## src/rtl/connect_four_matrix_driver.sv

```systemverilog
`default_nettype none
// ============================================================================
// Module   : connect_four_matrix_driver
// Purpose  : Scans the 8x8 Connect Four board and streams one 24-bit row word
//            {sel, red, green} into an external shift-register chain.
// Revision : 1.0 - initial release
// ============================================================================
module connect_four_matrix_driver #(
   parameter int CLK_DIV    = 4,
   parameter int BLINK_BITS = 22
) (
   input  logic       clk,
   input  logic       rst,
   output logic [2:0] row_read,
   output logic [2:0] col_read,
   input  logic [1:0] data_in,
   input  logic [2:0] cur_col,
   input  logic [1:0] cur_player,
   input  logic       game_over,
   output logic       sr_data,
   output logic       sr_clk,
   output logic       sr_latch,
   output logic       frame_done
);

   localparam logic [7:0] c_div_last = 8'(CLK_DIV - 1);
   localparam logic [4:0] c_bit_last = 5'd23;

   typedef enum logic [1:0] {
      S_FETCH = 2'd0,
      S_SHIFT = 2'd1,
      S_LATCH = 2'd2
   } state_t;

   state_t                  r_state;
   logic [3:0]              r_fcnt;
   logic [2:0]              r_row;
   logic [2:0]              r_col;
   logic [6:0]              r_red;
   logic [6:0]              r_grn;
   logic [22:0]             r_shreg;
   logic [7:0]              r_div;
   logic [4:0]              r_bit;
   logic                    r_hi;
   logic                    r_sr_data;
   logic                    r_sr_clk;
   logic                    r_sr_latch;
   logic                    r_frame_done;
   logic [BLINK_BITS-1:0]   r_blink;
   logic                    r_phase_s;
   logic [2:0]              r_cc_s;
   logic [1:0]              r_cp_s;
   logic                    r_go_s;

   logic [7:0]              w_sel;
   logic [7:0]              w_red;
   logic [7:0]              w_grn;
   logic                    w_cur_free;
   logic [23:0]             w_word;
   logic [2:0]              w_cidx;

   assign w_cidx = r_fcnt[2:0] - 3'd1;

   // Cell 7 arrives on the last fetch cycle, so it is taken straight from data_in.
   always_comb begin
      w_sel      = 8'b1 << r_row;
      w_red      = {data_in == 2'b01, r_red};
      w_grn      = {data_in == 2'b10, r_grn};
      w_cur_free = !w_red[r_cc_s] && !w_grn[r_cc_s];
      if (r_row == 3'd7 && r_phase_s && !r_go_s && w_cur_free) begin
         if (r_cp_s == 2'b01) w_red[r_cc_s] = 1'b1;
         if (r_cp_s == 2'b10) w_grn[r_cc_s] = 1'b1;
      end
      if (r_go_s && !r_phase_s) begin
         w_red = '0;
         w_grn = '0;
      end
      w_word = {w_sel, w_red, w_grn};
   end

   always_ff @(posedge clk) begin
      if (rst) begin
         r_state      <= S_FETCH;
         r_fcnt       <= '0;
         r_row        <= '0;
         r_col        <= '0;
         r_red        <= '0;
         r_grn        <= '0;
         r_shreg      <= '0;
         r_div        <= '0;
         r_bit        <= '0;
         r_hi         <= 1'b0;
         r_sr_data    <= 1'b0;
         r_sr_clk     <= 1'b0;
         r_sr_latch   <= 1'b0;
         r_frame_done <= 1'b0;
         r_blink      <= '0;
         r_phase_s    <= 1'b0;
         r_cc_s       <= '0;
         r_cp_s       <= '0;
         r_go_s       <= 1'b0;
      end else begin
         r_blink      <= r_blink + 1'b1;
         r_frame_done <= 1'b0;
         case (r_state)
            S_FETCH: begin
               // Frame-wide display controls are frozen at the start of row 0.
               if (r_fcnt == 4'd0 && r_row == 3'd0) begin
                  r_phase_s <= r_blink[BLINK_BITS-1];
                  r_cc_s    <= cur_col;
                  r_cp_s    <= cur_player;
                  r_go_s    <= game_over;
               end
               if (r_fcnt != 4'd0 && r_fcnt != 4'd8) begin
                  r_red[w_cidx] <= (data_in == 2'b01);
                  r_grn[w_cidx] <= (data_in == 2'b10);
               end
               if (r_fcnt == 4'd8) begin
                  r_state   <= S_SHIFT;
                  r_shreg   <= w_word[22:0];
                  r_sr_data <= w_word[23];
                  r_div     <= '0;
                  r_bit     <= '0;
                  r_hi      <= 1'b0;
               end else begin
                  r_fcnt <= r_fcnt + 4'd1;
                  if (r_fcnt < 4'd7) r_col <= r_col + 3'd1;
               end
            end
            S_SHIFT: begin
               if (r_div == c_div_last) begin
                  r_div <= '0;
                  if (!r_hi) begin
                     r_hi     <= 1'b1;
                     r_sr_clk <= 1'b1;
                  end else begin
                     r_hi     <= 1'b0;
                     r_sr_clk <= 1'b0;
                     if (r_bit == c_bit_last) begin
                        r_state    <= S_LATCH;
                        r_sr_data  <= 1'b0;
                        r_sr_latch <= 1'b1;
                     end else begin
                        r_bit     <= r_bit + 5'd1;
                        r_sr_data <= r_shreg[22];
                        r_shreg   <= {r_shreg[21:0], 1'b0};
                     end
                  end
               end else begin
                  r_div <= r_div + 8'd1;
               end
            end
            S_LATCH: begin
               if (r_div == c_div_last) begin
                  r_div        <= '0;
                  r_sr_latch   <= 1'b0;
                  r_state      <= S_FETCH;
                  r_fcnt       <= '0;
                  r_col        <= '0;
                  r_row        <= r_row + 3'd1;
                  r_frame_done <= (r_row == 3'd7);
               end else begin
                  r_div <= r_div + 8'd1;
               end
            end
            default: r_state <= S_FETCH;
         endcase
      end
   end

   assign row_read   = r_row;
   assign col_read   = r_col;
   assign sr_data    = r_sr_data;
   assign sr_clk     = r_sr_clk;
   assign sr_latch   = r_sr_latch;
   assign frame_done = r_frame_done;

endmodule
`default_nettype wire

```

## config.mk

```make
export PLATFORM = sky130hd
export DESIGN_NAME = connect_four_matrix_driver
export DESIGN_NICKNAME = d
export VERILOG_FILES = /design/src/rtl/connect_four_matrix_driver.sv
export SDC_FILE = /design/constraint.sdc
export NUM_CORES = 1
export LEC_CHECK = 0
export CAP_MARGIN = 25
export CORE_ASPECT_RATIO = 1.1
export CORE_MARGIN = 2
export CORE_UTILIZATION = 55
export CTS_CLUSTER_DIAMETER = 200
export DETAILED_ROUTE_END_ITERATION = 12
export PLACE_DENSITY = 0.73
export REMOVE_ABC_BUFFERS = 1
export SYNTH_ARGS = -nofsm -noshare
export SYNTH_HDL_FRONTEND = slang
export SYNTH_SLANG_ARGS = --single-unit
```

## constraint.sdc

```tcl
create_clock -name clk -period 2.5 [get_ports clk]
set_input_delay 0.625 -clock clk [delete_from_list [all_inputs] [get_ports clk]]
set_output_delay 0.625 -clock clk [all_outputs]
set_load 0.05 [all_outputs]
```

---- Word level (Yosys, flattened, before mapping) ----
Cells that the tools add are included.
cells by class
  add/subtract/negate cells ............... 7
  order comparisons ....................... 5
  equality and inequality tests ........... 19
  shift operators ......................... 1
  multiplexer cells ....................... 56
  bitwise operators ....................... 4
  reductions and logical operators ........ 35
operators by type and width
  operator               number
  $mux 23                4
  $mux 8                 8
  $pmux 23 s2            1
  $add 22x1->22 const B  1
  $mux 5                 4
  $ne 2x2->1 const B     8
  $or 8x8->8             2
  $pmux 8 s2             1
  $mux 1                 15
  $reduce_and 5->1       3
  $bwmux 7               2
  $mux 2                 5
  $pmux 5 s2             1
  $reduce_and 2->1       5
  $logic_and 1x1->1      9
  $mux 3                 3
  $add 8x1->8 const B    1
  $eq 8x2->1 const B     1
  $lt 3x4->1 const B     2
  $mux 4                 2
  $pmux 4 s2             1
  $reduce_and 4->1       2
  $reduce_bool 2->1      4
  $shl 1x3->8 const A    1
  other kinds (26)       41
word-level totals
  bits in registers ....................... 96
  bits of input ports ..................... 10
  output and inout bits ................... 10

---- Depth between registers and ports, before layout ----
Gate-level depths: netlist of run 1.
  depth after elaboration ................. 10
  depth in mapped cells ................... 11
  mapped depth without buffers ............ 7

---- Worst setup path after synthesis of run 1 ----
Ideal clock, no wire load.
  kind .................................... register -> register
  start ................................... reg r_row[1], in the netlist row_read[1]
  end ..................................... reg r_shreg[4]
  setup time .............................. 0.091 ns
  arrival time ............................ 2.099 ns
  required time ........................... 2.409 ns
  setup slack ............................. 0.310 ns
  stages on the path, launching flop included .. 7
  buffers on the path ..................... 0
  clock period less this slack ............ 2.190 ns
  cells stage by stage .................... dfxtp_1 -> ha_1 -> ha_1 -> and3_1 -> nand2_1 -> or4_1 -> a311oi_1
between the ends
  longest elaborated chain between the ends .. 8
ends and longest elaborated chain
  element                         line  source
  start, declared                 37    logic [2:0] r_row;
  start signal, assigned          160   r_row <= r_row + 3'd1;
  $eq 3x3->1                      70    if (r_row == 3'd7 && r_phase_s && !r_go_s && w_cur_free) begin
  $logic_and 1x1->1 (3 in a row)  70
  $mux 8                          70
  $mux 8                          74    if (r_go_s && !r_phase_s) begin
  $mux 23                         118   if (r_fcnt == 4'd8) begin
  $pmux 23 s2                     105   case (r_state)
  end signal, assigned            120   r_shreg <= w_word[22:0];
  end signal, assigned            146   r_shreg <= {r_shreg[21:0], 1'b0};
  end, declared                   41    logic [22:0] r_shreg;
No other way between the ends. The select of a mux whose other input is x is not followed.
A chain may end at the register's enable or synchronous reset.

---- Worst setup path after layout of run 1 ----
  start ................................... reg r_bit[0]
  end ..................................... reg r_shreg[19]
between the ends
  longest elaborated chain between the ends .. 3
ends and longest elaborated chain
  element                            line  source
  start, declared                    43    logic [4:0] r_bit;
  start signal, assigned             144   r_bit <= r_bit + 5'd1;
  $eq 5x5->1                         139   if (r_bit == c_bit_last) begin
  $ne 2x2->1 (no source line)        n/a
  $reduce_and 5->1 (no source line)  n/a
No other way between the ends.

==> run metrics, run 1 <==
status finished, final reports clean; Syn Inst Count 553; XOR/XNOR share of the synthesized area 3.60%; Avg Inst Size Synth 8.79 µm²; Post-Synth Simple-Gate Area 26.3%; Die X 93.7 µm; Antenna diodes 0; Area contributors post-synth dfxtp_1, nor2_1, mux2i_1; Slowest-stage cell, CP o31ai_4; critical path arrival 2.62 ns; Worst setup EP type flip-flop; largest net degree at the start of global routing 39; Worst-Margin Slew 0.679 ns; initial antenna violation count 0; Rel. slew slack 54.7%; Gate power share 31.9%; Iter 0 DRT Violations 234; Via density 5.97; drt pass-1 iters 5; Pwr Density 739 nW/µm²; CORE AREA 8500 µm²; TritonCTS buffer count 9; Overall Power 4.01 mW; Post-DRT Antenna Nets 0; worst path cell trace ha_1, and4b_1, or2_1, o31ai_4, buf_4, nor2_1, a211oi_2; area of the multi-input gates 2720 µm²; cell area after synthesis 4860 µm²; most instantiated cells after synthesis nor2_1, dfxtp_1, mux2i_1, nor3_1, nand2_1; Compound-Gate Fraction of Synth Area 15.1%; Period Utilization, post-route 93.3%; final setup violation count 0; Initial Utilization 57.2%; drt total wl 10.9 mm; Sequential Area 1920 µm²; Die ar. 9610 µm²; switching share of power 36.6%; RSZ-0062 raised after global routing no; CP Class flip-flop to flip-flop; number of global-route vias before repair 4,161; CP peak stage delay 0.66 ns; ys async rst share 0%; Reg clk slew, reported paths 0.10 ns; number of synthesized flops with an enable pin 0; IO Port Bufs 19; CTS tree done; WL/cell 15.6 µm; largest family of logic cells by synthesized area simple AND/OR/NAND/NOR gates; synthesized flop and latch total 96; post-synth top area share 39.5%; sequential fraction of the synthesis area 39.5%; layout cells sized above 1 12.3%; peak supply drop 0.426 mV; CTS root buf clkbuf_8; CTS HTree Levels 3; io pins 20; Placed Area 5220 µm²; drt drc 0; Ys Warns 0; hold buffer count at CTS 0; area growth from synthesis to layout 11.6%; cell taking the most area after synthesis dfxtp_1; clk sinks 96; Reg power frac 44.1%; Worst setup SP type flip-flop; skew final 0.0151 ns; Rows 35; final core occ 63.9%; Lkg Pwr 2.03 nW; count leader, synth nor2_1; HP Class flip-flop to flip-flop; multiplexer share of the synthesized area 5.97%; first-pass GRT wire length 18.8 mm; Int Power 2.54 mW; adder-cell area share of the yosys netlist 4.37%; routed via count 4,165; post-CTS setup buffers 0; final hold vios 0; fillcell total 769; Fmax 429 MHz; clock power share 24.0%; MaxCap Viol Count 0; count of cell types in the netlist 67; CTS max path bufs 2; nets 609; gr usage total 24.2%; Final Slew Violations 0; Most used DFF post-synth dfxtp_1; GPL Wtd Cong 0.895; post-route cell area 5430 µm²; Post-DP HPWL 7.70 mm; grt ovf 0; Worst-Skew Late Latency 0.37 ns; Critical Path RT 2.79 ns; crit path max fanout 13; setup_tns 0 ns; min cycle time layout 2.33 ns; die height 103 µm; Sw Pwr 1.47 mW
## power by group through the flow
stage | clock network, mW | logic [mW] | registers, mW
2_1_floorplan | 0 | 0.815 | 1.86
3_5_place_dp | 0 | 1.26 | 1.80
6_report | 0.962 | 1.28 | 1.77
3_3_place_gp | 0 | 1.23 | 1.80
4_1_cts | 0.986 | 1.28 | 1.77
5_1_grt | 1.04 | 1.40 | 1.79
## critical path, delay by kind of cell (launching register included)
kind                     cells  cell delay [ns]
AO/OA/AOI/OAI                2             0.84
flip-flops                   1             0.33
adder cells (fa/ha/maj)      1             0.20
buffers and inverters        1             0.28
AND/OR/NAND/NOR              3             0.61
## per-layer routing
metal  GRT usage [%]  up-vias  wire (µm)
met5               0        -          0
met4            8.58        0        206
met2            42.6       90       5370
li1                -     2050          -
met1            30.1     2010       4910
met3            3.95       15        414
## final timing paths
check / from / end / slack [ns] / cells past startpoint
worst min-delay path: r_blink[0]$_SDFF_PP0_ / r_blink[0]$_SDFF_PP0_ / 0.46 / 1
worst max-delay path: r_bit[0]$_SDFFE_PP0P_ / r_shreg[19]$_SDFFE_PP0P_ / 0.17 / 7
worst max register to register: r_bit[0]$_SDFFE_PP0P_ / r_shreg[19]$_SDFFE_PP0P_ / 0.17 / 7
worst min register to register: r_blink[0]$_SDFF_PP0_ / r_blink[0]$_SDFF_PP0_ / 0.46 / 1
## metrics by stage
| step | std cells | hold slack (ns) | worst slack (ns) |
|---|---|---|---|
| global placement | 680 | 0.445 | 0.0170 |
| finish | 698 | 0.464 | 0.167 |
| floorplan | 521 | 0.426 | -0.300 |
| detailed placement | 680 | 0.452 | -0.0496 |
| global route | 698 | 0.504 | 0.0118 |
| CTS | 697 | 0.469 | 0.118 |
## cells in the final DEF, fill, tap and decap left out, types with 4 or more instances in the layout
cell type        instances
nor3_1                  29
xor2_1                  10
ha_1                    17
or3_1                    5
a31oi_1                  5
inv_6                    4
inv_1                   15
clkdlybuf4s50_1         18
or3b_2                   5
dfxtp_1                 96
and3_1                   5
nand3_1                 13
a21oi_1                 19
and4_1                   5
nand4_1                  7
nor2b_1                  9
clkbuf_8                 9
nor4_1                   4
a221oi_1                12
nand2_1                 26
nand3b_1                 7
nor3b_1                  5
o21ai_0                 13
mux2i_1                 29
a311oi_1                 6
o211ai_1                 4
nor2_1                 101
a22oi_1                  5
a211oi_2                 7
buf_4                   30
xnor2_1                 10
a211oi_1                 4
## cells by family (layout without fill, tap and decap cells)
logic type / after synthesis / count (layout)
flip-flops: 96 / 96
multiplexers: 29 / 29
XOR/XNOR: 20 / 20
AO/OA/AOI/OAI: 97 / 98
buffers and inverters: 47 / 80
adder cells (fa/ha/maj): 17 / 17
AND/OR/NAND/NOR: 247 / 247
## registers in the layout (all words and copies together) (netlist names), 2 cells and up
signal / flops
r_blink: 22
r_bit: 5
col_read: 3
r_div: 8
row_read: 3
r_cc_s: 3
r_shreg: 23
r_red: 7
r_cp_s: 2
r_grn: 7
r_state: 2
r_fcnt: 4
## what timing repair did
| item | in CTS | in global routing |
|---|---|---|
| pin swaps | 1 | 0 |
| resized for setup | 0 | 2 |
| cloned | 1 | 0 |
| setup endpoints to repair | 7 | 9 |
## layout make-up
type / instances / share of cell area, %
tap: 111 / 2.56
sequential: 96 / 35.4
clock buffer: 9 / 2.28
clock inverter: 7 / 1.08
inverter: 15 / 1.04
multi-input combinational: 411 / 50.1
timing repair buffer: 49 / 7.56
No activity file was read; power rests on OpenSTA's default activity.
==> run 2: changes to the inputs <==
Clock period 2.5 ns to 2.2 ns, I/O delays scaled along.
==> run 2 against run 1 <==
Compared with the run above:
- critical path depth unchanged
- clock skew shrank 0.0088 ns
- power up 14%
- final cell count shrank 1.4%
- utilization decreased by 0.088 points
- first-iteration DRC count fell by 27%
- combinational power up 12%
- sequential power rose by 15%
- maximum frequency up 9.1%
- critical path type unchanged
- routed wire length down 6.2%
==> run metrics, run 2 (synthesis results as in run 1) <==
status finished, final reports clean; drt drc 0; CTS max path bufs 2; layout cells sized above 1 12.5%; met2 Resource Use GR 37.5%; Reg clk slew, reported paths 0.10 ns; routed via count 4,000; Initial Utilization 57.2%; Worst-Skew Late Latency 0.37 ns; WL/cell 14.9 µm; Worst setup EP type flip-flop; Largest Register r_shreg; number of global-route vias before repair 3,752; Worst Path Buf+Inv 1; GR Util met1 29.8%; drt total wl 10.2 mm; Rel. slew slack 63.8%; first-pass GRT wire length 17.4 mm; Rows 35; Fmax 468 MHz; Iter 0 DRT Violations 171; Antenna diodes 0; skew final 0.00632 ns; CP peak stage delay 0.39 ns; clk sinks 96; Die ar. 9610 µm²; CTS root buf clkbuf_8; Worst-Margin Slew 0.544 ns; area growth from synthesis to layout 11.5%; Final Slew Violations 0; Post-Place Worst Slack 0.0509 ns; final setup violation count 0; Via density 5.81; Die X 93.7 µm; nets 599; commonest non-fill, non-tap cell in the layout nor2_1; peak supply drop 0.587 mV; cell family with the largest share of critical-path delay compound AO/OA/AOI/OAI gates; drt pass-1 iters 5; Post-DP HPWL 7.30 mm; Worst setup SP type flip-flop; TritonCTS buffer count 9; GPL Wtd Cong 0.858; gr usage total 22.4%; crit path max fanout 13; CTS HTree Levels 3; Lkg Pwr 2.04 nW; post-route worst setup slack 0.0621 ns; Largest regs r_shreg (23), r_blink (22), r_div (8); fillcell total 720; gr busiest metal met2; CTS tree done; CP Class flip-flop to flip-flop; die height 103 µm; grt ovf 0; Pwr Density 845 nW/µm²; Slowest-stage cell, CP o31a_1; grt met3 use 3.07%; Post-DRT Antenna Nets 0; HP Class flip-flop to flip-flop; Period Utilization, post-route 97.2%; CORE AREA 8500 µm²; worst path cell trace ha_2, and4b_2, or2_4, o31a_1, buf_12, a221oi_1, nor3_1; initial antenna violation count 0; RSZ-0062 raised after global routing yes; largest net degree at the start of global routing 49; MaxCap Viol Count 0; Critical Path RT 2.44 ns; io pins 20; final hold vios 0; commonest cells after routing, fill and taps aside nor2_1, dfxtp_1, nor3_1, mux2i_1, nand2_1; Largest register FFs 23; IO Port Bufs 19; critical path arrival 2.38 ns; min cycle time layout 2.14 ns; setup_tns 0 ns
==> run 2: power by group <==
group	internal [mW]	total, mW	switching, mW
sequential	1.87	2.03	0.169
clock	0.435	1.11	0.675
combinational	0.604	1.44	0.831
==> run 2: worst paths after layout <==
| check | start | end | cells after the start | slack (ns) |
|---|---|---|---|---|
| worst max-delay path | r_bit[0]$_SDFFE_PP0P_ | r_shreg[20]$_SDFFE_PP0P_ | 7 | 0.06 |
| worst min-delay path | r_shreg[0]$_SDFFE_PP0P_ | r_shreg[0]$_SDFFE_PP0P_ | 2 | 0.47 |
| worst max register to register | r_bit[0]$_SDFFE_PP0P_ | r_shreg[20]$_SDFFE_PP0P_ | 7 | 0.06 |
| worst min register to register | r_shreg[0]$_SDFFE_PP0P_ | r_shreg[0]$_SDFFE_PP0P_ | 2 | 0.47 |
==> run 2: final cells by class <==
class | instances | area (µm²) | area share [%]
Clock buffer | 9 | 124 | 2.28
Clock inverter | 7 | 61.3 | 1.13
Inverter | 15 | 56.3 | 1.04
Multi-Input combinational cell | 410 | 2740 | 50.5
Sequential cell | 96 | 1920 | 35.4
Tap cell | 111 | 139 | 2.56
Timing Repair Buffer | 40 | 380 | 7.02
==> run 2: through the flow <==
step	instances	hold slack, ns	utilization (%)	area [µm²]	total power, mW
finish	688	0.465	63.8	5420	4.58
CTS	687	0.466	63.2	5370	4.58
detailed placement	671	0.453	61.0	5180	3.47
global placement	671	0.445	61.0	5180	3.44
floorplan	521	0.426	-	4670	3.04
global route	688	0.508	63.8	5420	4.84
==> run 2: worst reg2reg max path, cell delays in order (launching register included) <==
cell and delay [ns]:
dfxtp_1 0.35, ha_2 0.22, and4b_2 0.25, or2_4 0.28, o31a_1 0.39, buf_12 0.18, a221oi_1 0.26, nor3_1 0.07
==> run 2: per-layer routing <==
metal / up-vias / wire (µm)
met3: 13 / 385
met1: 1883 / 4830
met2: 85 / 4850
met4: 0 / 162
met5: - / 0
li1: 2019 / -
==> run 2: repair_timing <==
action / CTS / global route
gates resized for setup: 2 / 14
pin swaps: 0 / 1
endpoints found under the hold margin: 0 / 0
hold buffers: 0 / 0
endpoints found under the setup margin: 2 / 23
buffers inserted: 0 / 1
